[config.mk]
export PLATFORM = sky130hd
export DESIGN_NAME = trng_harvester
export DESIGN_NICKNAME = d
export VERILOG_FILES = /design/src/rtl/trng_harvester.sv
export SDC_FILE = /design/constraint.sdc
export NUM_CORES = 1
export LEC_CHECK = 0
export BUFFER_PORTS_ARGS = -buffer_cell sky130_fd_sc_hd__buf_2
export CORE_ASPECT_RATIO = 0.8
export CORE_MARGIN = 2
export CORE_UTILIZATION = 32
export CTS_BUF_LIST = sky130_fd_sc_hd__clkbuf_16
export DETAILED_ROUTE_END_ITERATION = 7
export PLACE_DENSITY = 0.58
export SYNTH_ARGS = -nofsm -noshare
export SYNTH_HDL_FRONTEND = slang
export SYNTH_SLANG_ARGS = --single-unit
[constraint.sdc]
create_clock -name clk -period 3.9 [get_ports clk]
set_input_delay 0.78 -clock clk [delete_from_list [all_inputs] [get_ports clk]]
set_output_delay 0.78 -clock clk [all_outputs]
set_load 0.01 [all_outputs]
[src/rtl/trng_harvester.sv]
// rtl/trng_harvester.sv - Entropy harvester: sampler, repetition health test, von Neumann debias, packer, FIFO.
//
// Samples the XOR-reduced parity of entropy_in every SAMPLE_DIV cycles. A
// repetition-count health test raises a sticky fault when REP_LIMIT identical
// raw samples are seen in a row. Healthy samples are debiased pairwise
// (von Neumann), packed MSB-first into 32-bit words and buffered in a FIFO
// that is read through a two-register read port.
//
// Ports:
//   clk         - single clock, rising edge
//   rst_n       - asynchronous active-low reset
//   entropy_in  - free-running synchronized rng output
//   enable      - gates the sample divider and all harvesting stages
//   clear_fault - strobe: clears fault and restarts the health test and packer
//   rd_en       - read strobe
//   rd_addr     - 0 = DATA (pops FIFO head), 1 = STATUS (clears overflow)
//   rdata       - registered read data, valid the cycle after rd_en
//   data_avail  - FIFO holds at least one word
//   fault       - sticky repetition-count fault
module trng_harvester #(
    parameter int SAMPLE_DIV = 16,
    parameter int REP_LIMIT  = 32,
    parameter int FIFO_DEPTH = 4
) (
    input  logic        clk,
    input  logic        rst_n,
    input  logic [31:0] entropy_in,
    input  logic        enable,
    input  logic        clear_fault,
    input  logic        rd_en,
    input  logic        rd_addr,
    output logic [31:0] rdata,
    output logic        data_avail,
    output logic        fault
);

    localparam int         PW       = $clog2(FIFO_DEPTH);
    localparam logic [7:0] DIV_LAST = 8'(SAMPLE_DIV - 1);
    localparam logic [7:0] REP_MAX  = 8'(REP_LIMIT);
    localparam logic [4:0] DEPTH_C  = 5'(FIFO_DEPTH);

    typedef enum logic {
        DB_IDLE       = 1'b0,
        DB_HAVE_FIRST = 1'b1
    } db_state_e;

    logic [7:0]  div_q, div_d;
    logic [7:0]  rep_q, rep_d;
    logic        prev_raw_q, prev_raw_d;
    logic        fault_q, fault_d;
    db_state_e   db_state_q, db_state_d;
    logic        db_bit_q, db_bit_d;
    logic [31:0] word_q, word_d;
    logic [4:0]  bit_cnt_q, bit_cnt_d;
    logic [PW-1:0] wr_ptr_q, rd_ptr_q;
    logic [4:0]  count_q;
    logic        ovf_q;
    logic [31:0] rdata_q;
    logic [31:0] mem [FIFO_DEPTH];

    logic        tick;
    logic        raw;
    logic [7:0]  rep_next;
    logic        fault_trip;
    logic        accept;
    logic        emit;
    logic [31:0] word_next;
    logic        push;
    logic        pop;
    logic        full;
    logic        push_ok;
    logic        overflow_evt;

    assign tick = enable && (div_q == DIV_LAST);
    assign raw  = ^entropy_in;

    // rep_q == 0 marks "no previous sample" after reset or clear_fault.
    // Saturate so a long run while already faulted cannot wrap back to 1.
    assign rep_next = ((rep_q == 8'd0) || (raw != prev_raw_q)) ? 8'd1 :
                      ((rep_q == 8'hFF) ? rep_q : rep_q + 8'd1);

    assign fault_trip = tick && !clear_fault && !fault_q && (rep_next == REP_MAX);

    // The sample that trips the fault is not fed downstream either.
    assign accept    = tick && !clear_fault && !fault_q && !fault_trip;
    assign emit      = accept && (db_state_q == DB_HAVE_FIRST) && (raw != db_bit_q);
    assign word_next = {word_q[30:0], db_bit_q};
    assign push      = emit && (bit_cnt_q == 5'd31);

    assign pop          = rd_en && !rd_addr && (count_q != 5'd0);
    assign full         = (count_q == DEPTH_C);
    // A same-cycle pop frees the head slot, so a full FIFO still accepts.
    assign push_ok      = push && (!full || pop);
    assign overflow_evt = push && full && !pop;

    always_comb begin
        div_d      = div_q;
        rep_d      = rep_q;
        prev_raw_d = prev_raw_q;
        fault_d    = fault_q;
        db_state_d = db_state_q;
        db_bit_d   = db_bit_q;
        word_d     = word_q;
        bit_cnt_d  = bit_cnt_q;

        if (enable) begin
            div_d = (div_q == DIV_LAST) ? 8'd0 : div_q + 8'd1;
        end

        if (clear_fault) begin
            rep_d      = 8'd0;
            fault_d    = 1'b0;
            db_state_d = DB_IDLE;
            word_d     = 32'd0;
            bit_cnt_d  = 5'd0;
        end else if (tick) begin
            rep_d      = rep_next;
            prev_raw_d = raw;
            if (fault_trip) begin
                // Discard the partial word and any half-formed pair.
                fault_d    = 1'b1;
                db_state_d = DB_IDLE;
                bit_cnt_d  = 5'd0;
            end else if (!fault_q) begin
                case (db_state_q)
                    DB_IDLE: begin
                        db_bit_d   = raw;
                        db_state_d = DB_HAVE_FIRST;
                    end
                    default: begin
                        db_state_d = DB_IDLE;
                    end
                endcase
                if (emit) begin
                    word_d    = word_next;
                    bit_cnt_d = bit_cnt_q + 5'd1;
                end
            end
        end
    end

    always_ff @(posedge clk or negedge rst_n) begin
        if (!rst_n) begin
            div_q      <= 8'd0;
            rep_q      <= 8'd0;
            prev_raw_q <= 1'b0;
            fault_q    <= 1'b0;
            db_state_q <= DB_IDLE;
            db_bit_q   <= 1'b0;
            word_q     <= 32'd0;
            bit_cnt_q  <= 5'd0;
        end else begin
            div_q      <= div_d;
            rep_q      <= rep_d;
            prev_raw_q <= prev_raw_d;
            fault_q    <= fault_d;
            db_state_q <= db_state_d;
            db_bit_q   <= db_bit_d;
            word_q     <= word_d;
            bit_cnt_q  <= bit_cnt_d;
        end
    end

    always_ff @(posedge clk or negedge rst_n) begin
        if (!rst_n) begin
            wr_ptr_q <= '0;
            rd_ptr_q <= '0;
            count_q  <= 5'd0;
            ovf_q    <= 1'b0;
            rdata_q  <= 32'd0;
        end else begin
            if (push_ok) begin
                wr_ptr_q <= wr_ptr_q + PW'(1);
            end
            if (pop) begin
                rd_ptr_q <= rd_ptr_q + PW'(1);
            end
            if (push_ok && !pop) begin
                count_q <= count_q + 5'd1;
            end else if (!push_ok && pop) begin
                count_q <= count_q - 5'd1;
            end

            // A new overflow in the same cycle as a STATUS read stays visible.
            if (overflow_evt) begin
                ovf_q <= 1'b1;
            end else if (rd_en && rd_addr) begin
                ovf_q <= 1'b0;
            end

            if (rd_en) begin
                if (rd_addr) begin
                    rdata_q <= {24'd0, ovf_q, fault_q, 1'b0, count_q};
                end else if (count_q != 5'd0) begin
                    rdata_q <= mem[rd_ptr_q];
                end else begin
                    rdata_q <= 32'd0;
                end
            end
        end
    end

    always_ff @(posedge clk) begin
        if (push_ok) begin
            mem[wr_ptr_q] <= word_next;
        end
    end

    assign rdata      = rdata_q;
    assign data_avail = (count_q != 5'd0);
    assign fault      = fault_q;

endmodule

-- After elaboration in Yosys (flattened, before gate mapping)
Memory sizes are Yosys's and may differ from the RTL's.
Index checks and enable logic that the tools add are counted.
- memories: 1
- bits of input ports: 38
- register bits after elaboration: 98
- ROM bits: 0
- bits in writable memories: 128
- bits in latches: 0
- equality and inequality tests: 10
- add/subtract/negate cells: 7
- multiply operators: 0
- shift operators: 0
- reductions and logical operators: 40
- div/mod/pow operators: 0
- mux-type cells: 31
- $lt $le $gt $ge: 0
- bitwise operators: 4
- memories (memory ; words ; width ; read ports ; clocked after memory_dff ; write ports ; RTL line ; RTL):
    mem ; 4 ; 32 ; 1 ; 0 ; 1 ; 59 ; logic [31:0] mem [FIFO_DEPTH];
- operators with widths (operator ; number):
    two-way mux 31 bit ; 5
    two-way mux 32 bit ; 2
    two-way mux 8 bit ; 5
    two-way mux 5 bit ; 7
    XOR reduction 32 bit ; 1
    adder 8 x 1 -> 8 bit (second input constant) ; 2
    logical AND 1 bit ; 16
    two-way mux 1 bit ; 12
    adder 5 x 1 -> 5 bit (second input constant) ; 2
    nonzero test 2 bit ; 5
    == test 8 x 4 -> 1 bit (second input constant) ; 1
    == test 8 x 6 -> 1 bit (second input constant) ; 1
    == test 8 bit (second input constant) ; 1
    logical NOT 8 bit ; 1
    logical NOT 1 bit ; 7
    AND reduction 2 bit ; 3
    == test 5 x 3 -> 1 bit (second input constant) ; 1
    == test 5 bit (second input constant) ; 1
    AND reduction 5 bit ; 1
    nonzero test 5 bit ; 1
    subtractor 5 x 1 -> 5 bit (second input constant) ; 1
    adder 2 x 1 -> 2 bit (second input constant) ; 2
    inequality test 2 bit (second input constant) ; 2
    inverter 1 bit ; 4
    other kinds (6) ; 8

-- Logic depth before layout (Yosys ltp)
Gate-level depths: netlist of run 1.
- word-level depth: 16
- gate-level depth with buffers: 17
- gate-level depth less buffers: 17

-- Worst setup path after synthesis of run 1
Ideal clock, no wire load.
- kind: in2reg
- from: input entropy_in[7]
- to: register count_q[4]
- setup slack: 0.110 ns
- data arrival time: 3.665 ns
- cell stages on the path: 16
- setup time: 0.125 ns
- required time: 3.775 ns
- cells stage by stage: xor2_1 -> xnor2_1 -> xnor2_1 -> xnor2_1 -> xnor2_4 -> a211o_1 -> a21oi_2 -> and3_1 -> ha_1 -> inv_1 -> ha_1 -> a21o_1 -> a21oi_1 -> xnor2_1 -> nor2_1 -> xor2_1
- word-level cells in the longest chain between the ends: 15
- elaborated cells between the ends (all ways): 18
- classes of those cells: 3 x eq/ne; 2 x mux; 13 x reduce/logical
- RTL lines (item ; RTL line ; RTL):
    start, declared ; 27 ; input logic [31:0] entropy_in,
    XOR reduction 32 bit (*) ; 75 ; assign raw = ^entropy_in;
    inequality test 1 bit ; 79 ; assign rep_next = ((rep_q == 8'd0) || (raw != prev_raw_q)) ? 8'd1 :
    logical OR 1 bit ; 79 ;
    two-way mux 8 bit ; 79 ;
    == test 8 x 6 -> 1 bit ; 82 ; assign fault_trip = tick && !clear_fault && !fault_q && (rep_next == REP_MAX);
    logical AND 1 bit ; 82 ;
    logical NOT 1 bit ; 85 ; assign accept = tick && !clear_fault && !fault_q && !fault_trip;
    logical AND 1 bit ; 85 ;
    logical AND 1 bit ; 86 ; assign emit = accept && (db_state_q == DB_HAVE_FIRST) && (raw != db_bit_q);
    logical AND 1 bit (*) ; 86 ;
    logical AND 1 bit (*) ; 88 ; assign push = emit && (bit_cnt_q == 5'd31);
    logical AND 1 bit (*) ; 93 ; assign push_ok = push && (!full || pop);
    logical NOT 1 bit ; 180 ; end else if (!push_ok && pop) begin
    logical AND 1 bit ; 180 ;
    nonzero test 2 bit (no line) ; -- ;
    end signal, assigned ; 179 ; count_q <= count_q + 5'd1;
    end signal, assigned ; 181 ; count_q <= count_q - 5'd1;
    end, declared ; 56 ; logic [4:0] count_q;
Mark *: on every way between the ends. The rest lies on a longest branch, timed or not.
A chain may end at the register's enable or synchronous reset.

-- Final worst setup path of run 1
- from: register rep_q[1]
- to: register count_q[4]
- word-level cells in the longest chain between the ends: 14
- elaborated cells between the ends (all ways): 19
- classes of those cells: 1 x add/sub; 2 x eq/ne; 3 x mux; 13 x reduce/logical
- RTL lines (item ; RTL line ; RTL):
    start, declared ; 48 ; logic [7:0] rep_q, rep_d;
    start signal, assigned ; 154 ; rep_q <= rep_d;
    adder 8 x 1 -> 8 bit (tied with other cells) ; 80 ; ((rep_q == 8'hFF) ? rep_q : rep_q + 8'd1);
    two-way mux 8 bit or logical OR 1 bit (tied branches) ; 80, 79 ;
    two-way mux 8 bit (*) ; 79 ;
    == test 8 x 6 -> 1 bit (*) ; 82 ;
    logical AND 1 bit (*) ; 82 ;
    logical NOT 1 bit (*) ; 85 ;
    logical AND 1 bit (*) ; 85 ;
    logical AND 1 bit (*) (2 in a row) ; 86 ;
    logical AND 1 bit (*) ; 88 ;
    logical AND 1 bit (*) ; 93 ;
    logical NOT 1 bit ; 180 ;
    logical AND 1 bit ; 180 ;
    nonzero test 2 bit (no line) ; -- ;
Marked as above.

==> results.toml, run 1 <==
[finish]
fin_area_mm2 = 0.01134
syn_to_final_growth_pct = 18.06
stdcell_count = 1136
n_fill_cell = 2763
final-seq-area_mm2 = 0.006299
drive_above_1_share_pct = 25.03
postLayoutCoreUtil_pct = 38.52
antenna_cells = 0
multi_input_area_mm2 = 0.003093
nets = 793

[synth]
ys_seq_area_share_pct = 65.57
synth_edf_count = 128
synth_fp_nets = 707
avgSynthCellArea_um2 = 14.68
synth_top_cell_by_area = "edfxtp_1"
synth-seq-cells = 226
synth_cell_types = 62
synth_top_area_share_pct = 40.03
async_flop_share_pct = 43.36
yosysWarningCount = 0
synth_area_mm2 = 0.009602
yosys-top-cells-area = "edfxtp_1, dfrtp_1, mux4_2"
ys.flop_type = "edfxtp_1"
synthCells = 654

[floorplan]
rows = 56
initial_utilization_pct = 32.63
die_w_um = 197.7
core_mm2 = 0.02943
die_area_mm2 = 0.03142
die_h_um = 158.9
io_pins = 72

[timing]
fmax_mhz = 277.5
slew_headroom_pct = 39.70
finalWorstSetupSlack_ns = 0.2963
tns_ns = 0
whs_ns = 0.2887
min_period_ns = 3.604
drv_slew = 0
hold_viol = 0
skew_ns = 0.01645
rsz0062_at_grt = "false"
fin_crit_sh_pct = 92.40
setup_violations = 0
tightest_slew_ns = 0.9045

[power]
p_comb_share_pct = 11.2
p_sw_mw = 1.328
ir_drop_uv = 285.4
p_per_area_mw_per_mm2 = 497.1
sw_frac_of_total_pct = 23.58
cellLeakagePower_nw = 4.610
p_int_mw = 4.306
finalPower_mw = 5.635
p_clk_share_pct = 42.5
seqPwrFrac_pct = 46.3

[global_routing]
grt.overflow.total = 0
antenna_found_initial = 0
grt_pass1_wl_mm = 31.11
globalRouteTotalUtil_pct = 12.47
grt_pass1_vias = 5501
grt_start_max_net_pins = 52

[place]
gp_congestion = 0.7751
dp_cells = 1089
hpwlAfterDp_mm = 11.35
place_ws_ns = -0.1670
io_buffers = 71
placed_area_mm2 = 0.01048

[detailed_routing]
antenna_left = 0
vias = 5463
drt_iter0_drc = 447
wl_per_cell_um = 16.79
dr.pass1.iters = 5
routed_via_density = 4.809
drt-total-wl_mm = 19.08
post-route-drc-count = 0

[worst_setup_path]
crit_fanout = 6
criticalPathCategory = "reg2reg"
required_ns = 4.31
worst_setup_path_start_kind = "flop"
arrival_ns = 4.02
crit_path_end_kind = "flop"

[min_path]
hold_class = "in2async"

[clocking]
cts_htree_levels = 1
hold_buffers = 0
cts_buffer_depth = 3
clk_latency_ns = 0.54
cts_root_buf = "clkbuf_16"
cts_buffers = 25
cts_sinks = 226
cts.clk_slew.worst_paths_ns = 0.06
tritoncts = "done"

[status]
status = "finished clean"

[run]
drv_cap = 0
==> layout make-up <==
cell class | count | share of cell area (%)
clock buffers | 25 | 5.519
flip-flops and latches | 226 | 55.56
multi-input cells | 381 | 27.28
inverters | 13 | 0.4305
repair buffers | 93 | 5.166
well taps | 377 | 4.161
clock inverters | 21 | 1.876
==> worst paths after layout <==
kind	start	endpoint	slack, ns	cells past startpoint
worst max-delay path	rep_q[1]	count_q[4]	0.30	16
worst min-delay path	rst_n	rdata[9]	0.29	1
worst max register to register	rep_q[1]	count_q[4]	0.30	16
worst min register to register	div_q[7]	div_q[7]	0.48	1
max in group asynchronous	rst_n	rd_ptr_q[0]	2.86	2
min in group clk	div_q[7]	div_q[7]	0.48	1
==> timing repair <==
item	CTS	global route
resized for setup	0	3
setup buffers	0	1
setup endpoints to repair	0	1
endpoints found under the hold margin	0	0
==> per-layer routing <==
metal | global-route usage [%] | vias up | part of all wire (%)
met5 | 0 | - | 0
met4 | 3.349 | 0 | 1.6
met3 | 2.690 | 28 | 6.0
met2 | 18.55 | 126 | 44
met1 | 18.46 | 2714 | 49
li1 | - | 2595 | -
==> sequential cells by signal, summed over array words and instances (netlist names) <==
signal	cells
prev_raw_q	1
rd_ptr_q	2
bit_cnt_q	5
rep_q	8
word_q	31
fault	1
db_state_q	1
div_q	8
count_q	5
wr_ptr_q	2
db_bit_q	1
rdata	32
mem	128
ovf_q	1
==> kinds of logic after synthesis <==
kind of cell / share of synthesized area (%)
mux: 8.991
simple gates: 8.627
fa+ha+maj: 2.033
buf+inv: 2.280
flops: 65.57
xor+xnor: 5.264
compound gates: 7.232
==> power by group through the flow <==
stage          Sequential [mW]  Combinational [mW]  Clock, mW
2_1_floorplan             2.64               0.449          0
3_3_place_gp              2.65               0.632          0
3_5_place_dp              2.65               0.638          0
4_1_cts                   2.61               0.640       2.46
5_1_grt                   2.61               0.693       2.55
6_report                  2.61               0.633       2.40
==> synthesized netlist by cell type (all sizes together), types with 4 or more instances <==
cell    instances
inv            12
xnor2          39
a221oi          6
o21ai           7
clkbuf         20
a22o           25
nor4            4
a21oi          44
nand3          10
edfxtp        128
and4            5
ha             14
buf            14
nand2          83
nor2           42
and3            4
nand4           6
or2             4
xor2           10
mux2i          10
mux4           32
dfrtp          98
==> worst max-delay path: stages (launching register included) <==
cell and delay [ns]:
dfrtp_1 0.42, ha_2 0.25, nand4_1 0.18, or2_2 0.38
a21oi_2 0.20, a2111oi_4 0.09, a211o_1 0.32, a21oi_2 0.20
and3_1 0.21, ha_1 0.17, inv_1 0.07, ha_1 0.29
a21o_1 0.19, a21oi_1 0.18, xnor2_1 0.14, nor2_1 0.07
xor2_1 0.14
==> placed cells by master (no fill, tap or decap), drive strengths merged, types with 25 or more instances in the layout <==
cell type / netlist / final
a21oi: 44 / 44
a22o: 25 / 25
buf: 14 / 93
clkbuf: 20 / 25
dfrtp: 98 / 98
edfxtp: 128 / 128
mux4: 32 / 32
nand2: 83 / 83
nor2: 42 / 42
xnor2: 39 / 39
(Power assumes the default switching activity.)
==> run 2, diff against run 1 <==
==> config.mk (replaced) <==
export PLATFORM = sky130hd
export DESIGN_NAME = trng_harvester
export DESIGN_NICKNAME = d
export VERILOG_FILES = /design/src/rtl/trng_harvester.sv
export SDC_FILE = /design/constraint.sdc
export NUM_CORES = 1
export LEC_CHECK = 0
export ABC_AREA = 1
export CORE_ASPECT_RATIO = 0.8
export CORE_MARGIN = 2
export CORE_UTILIZATION = 32
export CTS_BUF_LIST = sky130_fd_sc_hd__clkbuf_16
export DETAILED_ROUTE_END_ITERATION = 7
export DONT_BUFFER_PORTS = 1
export PLACE_DENSITY = 0.56
export SYNTH_ARGS = -nofsm -noshare
export SYNTH_HDL_FRONTEND = slang
export SYNTH_SLANG_ARGS = --single-unit
==> run 2 against run 1 <==
Net effect: die area up 5.2%; total power is 18% higher; cell area rose by 1.6%; via count rose by 25%; global-route usage grew 0.57 points; register-to-register slack better by 0.17 ns; clock power increased by 5%; clock skew decreased by 0.0078 ns; critical path depth increased by 10; final cell count grew 28%; utilization down 1.7 points; sequential share of layout area decreased by 0.89 points; critical endpoint unchanged; largest cell class unchanged; highest routed layer unchanged.
==> results.toml, run 2 <==
[synth]
synth.most_common_cell = "nand2_1"
synth_cell_types = 39
synthCells = 1012
ys_seq_area_share_pct = 62.27
synthAdderAreaFrac_pct = 1.930
avgSynthCellArea_um2 = 9.991
synth_area_mm2 = 0.01011
synthSimpleGateAreaFrac_pct = 20.37
yosysWarningCount = 0
async_flop_share_pct = 43.36
yosys-top-cells-area = "edfxtp_1, dfrtp_1, nand2_1"
synth_edf_count = 128
synth_top_cell_by_area = "edfxtp_1"
synth-xor-area-share_pct = 1.213
synth-seq-cells = 226
synth-compound-area-share_pct = 9.120
synth_top_family_by_area = "simple AND/OR/NAND/NOR gates"
synth_common_cells = "nand2_1, edfxtp_1, dfrtp_1"
synth_fp_nets = 1065
ys.flop_type = "edfxtp_1"
synth_top_area_share_pct = 38.02
synth_mux_area_share_pct = 0.09900

[finish]
postLayoutCoreUtil_pct = 36.83
final-seq-area_mm2 = 0.006297
stdcell_count = 1451
antenna_cells = 0
multi_input_area_mm2 = 0.003329
nets = 1066
largest_reg_flops = 128
drive_above_1_share_pct = 8.147
n_fill_cell = 3054
final_common_cell = "nand2_1"
final_cell_mix = "nand2_1, edfxtp_1, dfrtp_1, nor2_1, inv_1"
top_register = "mem"
syn_to_final_growth_pct = 13.92

[clocking]
cts_buffer_depth = 3
cts_buffers = 25
cts.clk_slew.worst_paths_ns = 0.06
clk_latency_ns = 0.51
cts_sinks = 226
cts_htree_levels = 1
cts-resized-gates = 0
tritoncts = "done"
cts_root_buf = "clkbuf_16"

[detailed_routing]
dr.pass1.iters = 4
drt-total-wl_mm = 21.22
wl_per_cell_um = 14.62
drt_iter0_drc = 385
vias = 6824
routed_via_density = 4.703
post-route-drc-count = 0
antenna_left = 0

[worst_setup_path]
critPathSlowestCell = "dfrtp_1"
worstReg2RegStart = "rep_q[0]"
crit_fanout = 5
worst_setup_path_start_kind = "flop"
arrival_ns = 3.83
r2r-end = "count_q[4]"
cpPeakStageDelay_ns = 0.38
r2r_setup_slack_ns = 0.47
crit_path_end_kind = "flop"
required_ns = 4.30
criticalPathCategory = "reg2reg"
reg2regPathDepth = 26

[min_path]
hold_class = "in2async"

[global_routing]
grt_pass1_wl_mm = 34.98
globalRouteTotalUtil_pct = 13.04
grt_start_max_net_pins = 99
antenna_found_initial = 0
grt.overflow.total = 0
grt_pass1_vias = 6663

[timing]
slew_headroom_pct = 24.29
tns_ns = 0
hold_viol = 0
rsz0062_at_grt = "false"
skew_ns = 0.008657
fin_crit_sh_pct = 88.03
whs_ns = 0.1751
setup_violations = 0
min_period_ns = 3.433
fmax_mhz = 291.3
tightest_slew_ns = 1.134
drv_slew = 0

[floorplan]
rows = 58
initial_utilization_pct = 32.33
core_mm2 = 0.03128
die_h_um = 163.0
io_pins = 72
die_w_um = 202.7
die_area_mm2 = 0.03304

[run]
drv_cap = 0

[place]
dp_cells = 1405
io_buffers = 0
hpwlAfterDp_mm = 12.32
gp_congestion = 0.7672

[power]
p_per_area_mw_per_mm2 = 576.0
cellLeakagePower_nw = 5.254
ir_drop_uv = 305.1

[status]
status = "finished clean"
## run 2: cell type report
type	count	area share, %
tap	420	4.562
clock buffer	25	5.431
timing repair buffer	12	1.390
clock inverter	20	2.270
multi-input combinational	663	28.91
sequential	226	54.67
inverter	85	2.770
## run 2: per-layer routing
layer / GRT usage, % / vias to the layer above / part of all wire (%)
met1: 18.11 / 3263 / 48
met4: 2.953 / 0 / 1.6
met3: 2.381 / 21 / 5.2
met2: 21.31 / 120 / 45
li1: - / 3420 / -
met5: 0 / - / 0
## run 2: metrics by stage
step,setup WS [ns],cell area [um2],total power [mW]
2_1_floorplan,0.05601,10110,3.820
3_3_place_gp,0.3060,10600,4.145
3_5_place_dp,0.2020,10600,4.163
4_1_cts,0.4658,11520,6.722
5_1_grt,0.08515,11520,7.002
6_report,0.4668,11520,6.635
## run 2: worst max-delay path by stage
stage / startpoint / end / slack (ns)
5_1_grt: rep_q[0] / count_q[4] / 0.09
3_3_place_gp: entropy_in[18] / count_q[4] / 0.31
4_1_cts: rep_q[0] / count_q[4] / 0.47
3_5_place_dp: entropy_in[18] / count_q[4] / 0.20
2_1_floorplan: entropy_in[24] / mem[0][0] / 0.06
6_report: rep_q[0] / count_q[4] / 0.47
## run 2: where the power goes
group | internal (mW) | switching, mW
registers | 2.68 | 0.201
clock network | 1.57 | 0.945
logic | 0.440 | 0.795
## run 2: cells by family (layout without fill, tap and decap cells)
| logic type | after synthesis | count (layout) |
|---|---|---|
| buffers and inverters | 123 | 142 |
| xor gates and xnor gates | 14 | 14 |
| DFF | 226 | 226 |
| adders and majority gates | 15 | 15 |
| muxes | 1 | 1 |
| AOI/OAI and AO/OA | 151 | 151 |
| and+or+nand+nor | 482 | 482 |
## run 2: repair_timing
| action | 4_1_cts | 5_1_grt |
|---|---|---|
| buffers inserted | 0 | 0 |
| hold endpoints to repair | 98 | 0 |
| hold buffers | 1 | 0 |
## run 2: critical path: cells and delay by family (launching register included)
kind	cells	cell delay, ns
flops	1	0.38
fa+ha+maj	3	0.67
xor+xnor	1	0.13
simple gates	16	1.50
buf+inv	4	0.33
compound gates	2	0.30
==> run 3, diff against run 2 <==
--- a/config.mk
+++ b/config.mk
@@ -6,13 +6,14 @@
 export NUM_CORES = 1
 export LEC_CHECK = 0
 export ABC_AREA = 1
+export BUFFER_PORTS_ARGS = -buffer_cell sky130_fd_sc_hd__buf_2
 export CORE_ASPECT_RATIO = 0.8
 export CORE_MARGIN = 2
 export CORE_UTILIZATION = 32
 export CTS_BUF_LIST = sky130_fd_sc_hd__clkbuf_16
 export DETAILED_ROUTE_END_ITERATION = 7
-export DONT_BUFFER_PORTS = 1
-export PLACE_DENSITY = 0.56
+export GPL_TIMING_DRIVEN = 0
+export PLACE_DENSITY = 0.58
 export SYNTH_ARGS = -nofsm -noshare
 export SYNTH_HDL_FRONTEND = slang
 export SYNTH_SLANG_ARGS = --single-unit
==> run 3 against run 2 <==
Net effect: worst hold slack gained 0.17 ns; clock skew is 0.00055 ns lower; sequential share of layout area down 2.0 points; cell area rose by 3.8%; total power fell by 0.87%; register-to-register slack got worse by 0.08 ns; fmax decreased by 2.2%; critical endpoint unchanged.
==> results.toml, run 3 (synthesized netlist as in run 2, its figures left out) <==
[global_routing]
grt_start_max_net_pins = 54
grt_pass1_vias = 6825
antenna_found_initial = 0
grt.overflow.total = 0
globalRouteTotalUtil_pct = 13.85
grt_pass1_wl_mm = 36.92

[clocking]
post-cts-setup-buffers = 0
tritoncts = "done"
cts_buffers = 24
cts_sinks = 226
cts_buffer_depth = 3
cts_htree_levels = 1
cts-resized-gates = 0
hold_buffers = 0
cts.clk_slew.worst_paths_ns = 0.06
cts_root_buf = "clkbuf_16"
clk_latency_ns = 0.51

[detailed_routing]
vias = 7320
routed_via_density = 4.698
dr.pass1.iters = 4
post-route-drc-count = 0
drt-total-wl_mm = 22.67
drt_iter0_drc = 404
wl_per_cell_um = 14.55
antenna_left = 0

[worst_setup_path]
cpPeakStageDelay_ns = 0.38
crit_path_end_kind = "flop"
crit_fanout = 5
required_ns = 4.29
r2r_setup_slack_ns = 0.39
critPathSlowestCell = "dfrtp_1"
crit_buf_inv = 4
criticalPathCategory = "reg2reg"
worst_setup_path_start_kind = "flop"
startpoint = "rep_q[0]"
worstReg2RegStart = "rep_q[0]"
path_delay_family = "simple AND/OR/NAND/NOR gates"
arrival_ns = 3.90

[power]
p_clk_share_pct = 34.1
sw_frac_of_total_pct = 30.44
p_per_area_mw_per_mm2 = 549.9
seqPwrFrac_pct = 42.8
p_sw_mw = 2.002
finalPower_mw = 6.577
cellLeakagePower_nw = 5.617
p_int_mw = 4.575
p_comb_share_pct = 23.1
ir_drop_uv = 363.3

[timing]
whs_ns = 0.3425
skew_ns = 0.008104
fmax_mhz = 284.8
slew_headroom_pct = 47.56
min_period_ns = 3.511
tightest_slew_ns = 0.7866
setup_violations = 0
hold_viol = 0
fin_crit_sh_pct = 90.02
drv_slew = 0
finalWorstSetupSlack_ns = 0.3893
tns_ns = 0

[finish]
postLayoutCoreUtil_pct = 38.24
final_cell_mix = "nand2_1, edfxtp_1, dfrtp_1, nor2_1, inv_1"
stdcell_count = 1558
drive_above_1_share_pct = 13.80
syn_to_final_growth_pct = 18.29
top_register = "mem"
largest_reg_flops = 128
nets = 1173
fin_area_mm2 = 0.01196
final_common_cell = "nand2_1"
antenna_cells = 0

[floorplan]
die_h_um = 163.0
core_mm2 = 0.03128
die_w_um = 202.7
rows = 58
io_pins = 72
initial_utilization_pct = 32.33
die_area_mm2 = 0.03304

[place]
place_ws_ns = -0.4582
placed_area_mm2 = 0.01113
io_buffers = 71
hpwlAfterDp_mm = 15.33
dp_cells = 1508
gp_congestion = 0.7908

[status]
status = "finished clean"

[min_path]
hold_class = "in2async"

[run]
drv_cap = 0
[run 3: changes by cell type in the layout (fill, tap and decap cells not counted), moves of 3 or more]
| cell | change |
|---|---|
| buf_6 | +5 |
| inv_6 | -3 |
| clkinv_1 | +4 |
| buf_2 | +75 |
| clkbuf_1 | +28 |
| bufinv_16 | -3 |
| clkinv_2 | +4 |
| clkinvlp_4 | -3 |
[run 3: final timing paths]
kind	to	cells after the start
min	rdata[15]	1
max in group asynchronous	bit_cnt_q[4]	2
min in group clk	count_q[4]	1
min reg2reg	count_q[4]	1
max reg2reg	count_q[4]	26
max	count_q[4]	26
[run 3: routing by layer]
layer  wire [um]  share of wire [%]  track usage (%)  vias to the layer above
met5           0                  0                0                        -
met4         381                1.7            2.986                        0
met1       11200                 49            20.39                     3478
met3         961                4.2            1.921                       28
li1            -                  -                -                     3650
met2       10130                 45            21.78                      164
[run 3: layout make-up]
type | count | area, um2
multi-input combinational | 663 | 3339
clock buffer | 25 | 625.6
tap | 420 | 525.5
timing repair buffer | 82 | 510.5
sequential | 226 | 6296
buffer | 38 | 186.4
inverter | 85 | 319.1
clock inverter | 19 | 157.7
fill | 2992 | 19320
[run 3: power groups by stage]
stage / logic [mW] / registers [mW] / clock network (mW)
finish: 1.52 / 2.82 / 2.24
global route: 1.71 / 2.84 / 2.39
CTS: 1.54 / 2.82 / 2.29
detailed placement: 1.54 / 2.86 / 0
global placement: 1.50 / 2.86 / 0
floorplan: 0.937 / 2.88 / 0
[run 3: worst reg2reg max path, stage by stage (launching register included)]
cell,delay (ns)
dfrtp_1,0.38
ha_1,0.18
inv_1,0.08
nor2_4,0.14
nand3_4,0.11
nor2_4,0.10
nand2_2,0.11
nand2_2,0.09
o21ai_2,0.06
nor2_2,0.07
nand3_1,0.09
nor2_1,0.14
inv_1,0.05
nor2_1,0.14
nand2_1,0.12
nand4_1,0.18
inv_1,0.09
ha_1,0.25
inv_1,0.14
ha_1,0.27
nand2_1,0.07
nor2_1,0.04
a211oi_1,0.22
nand2_1,0.08
nand2_1,0.06
nor2_1,0.04
xor2_1,0.13
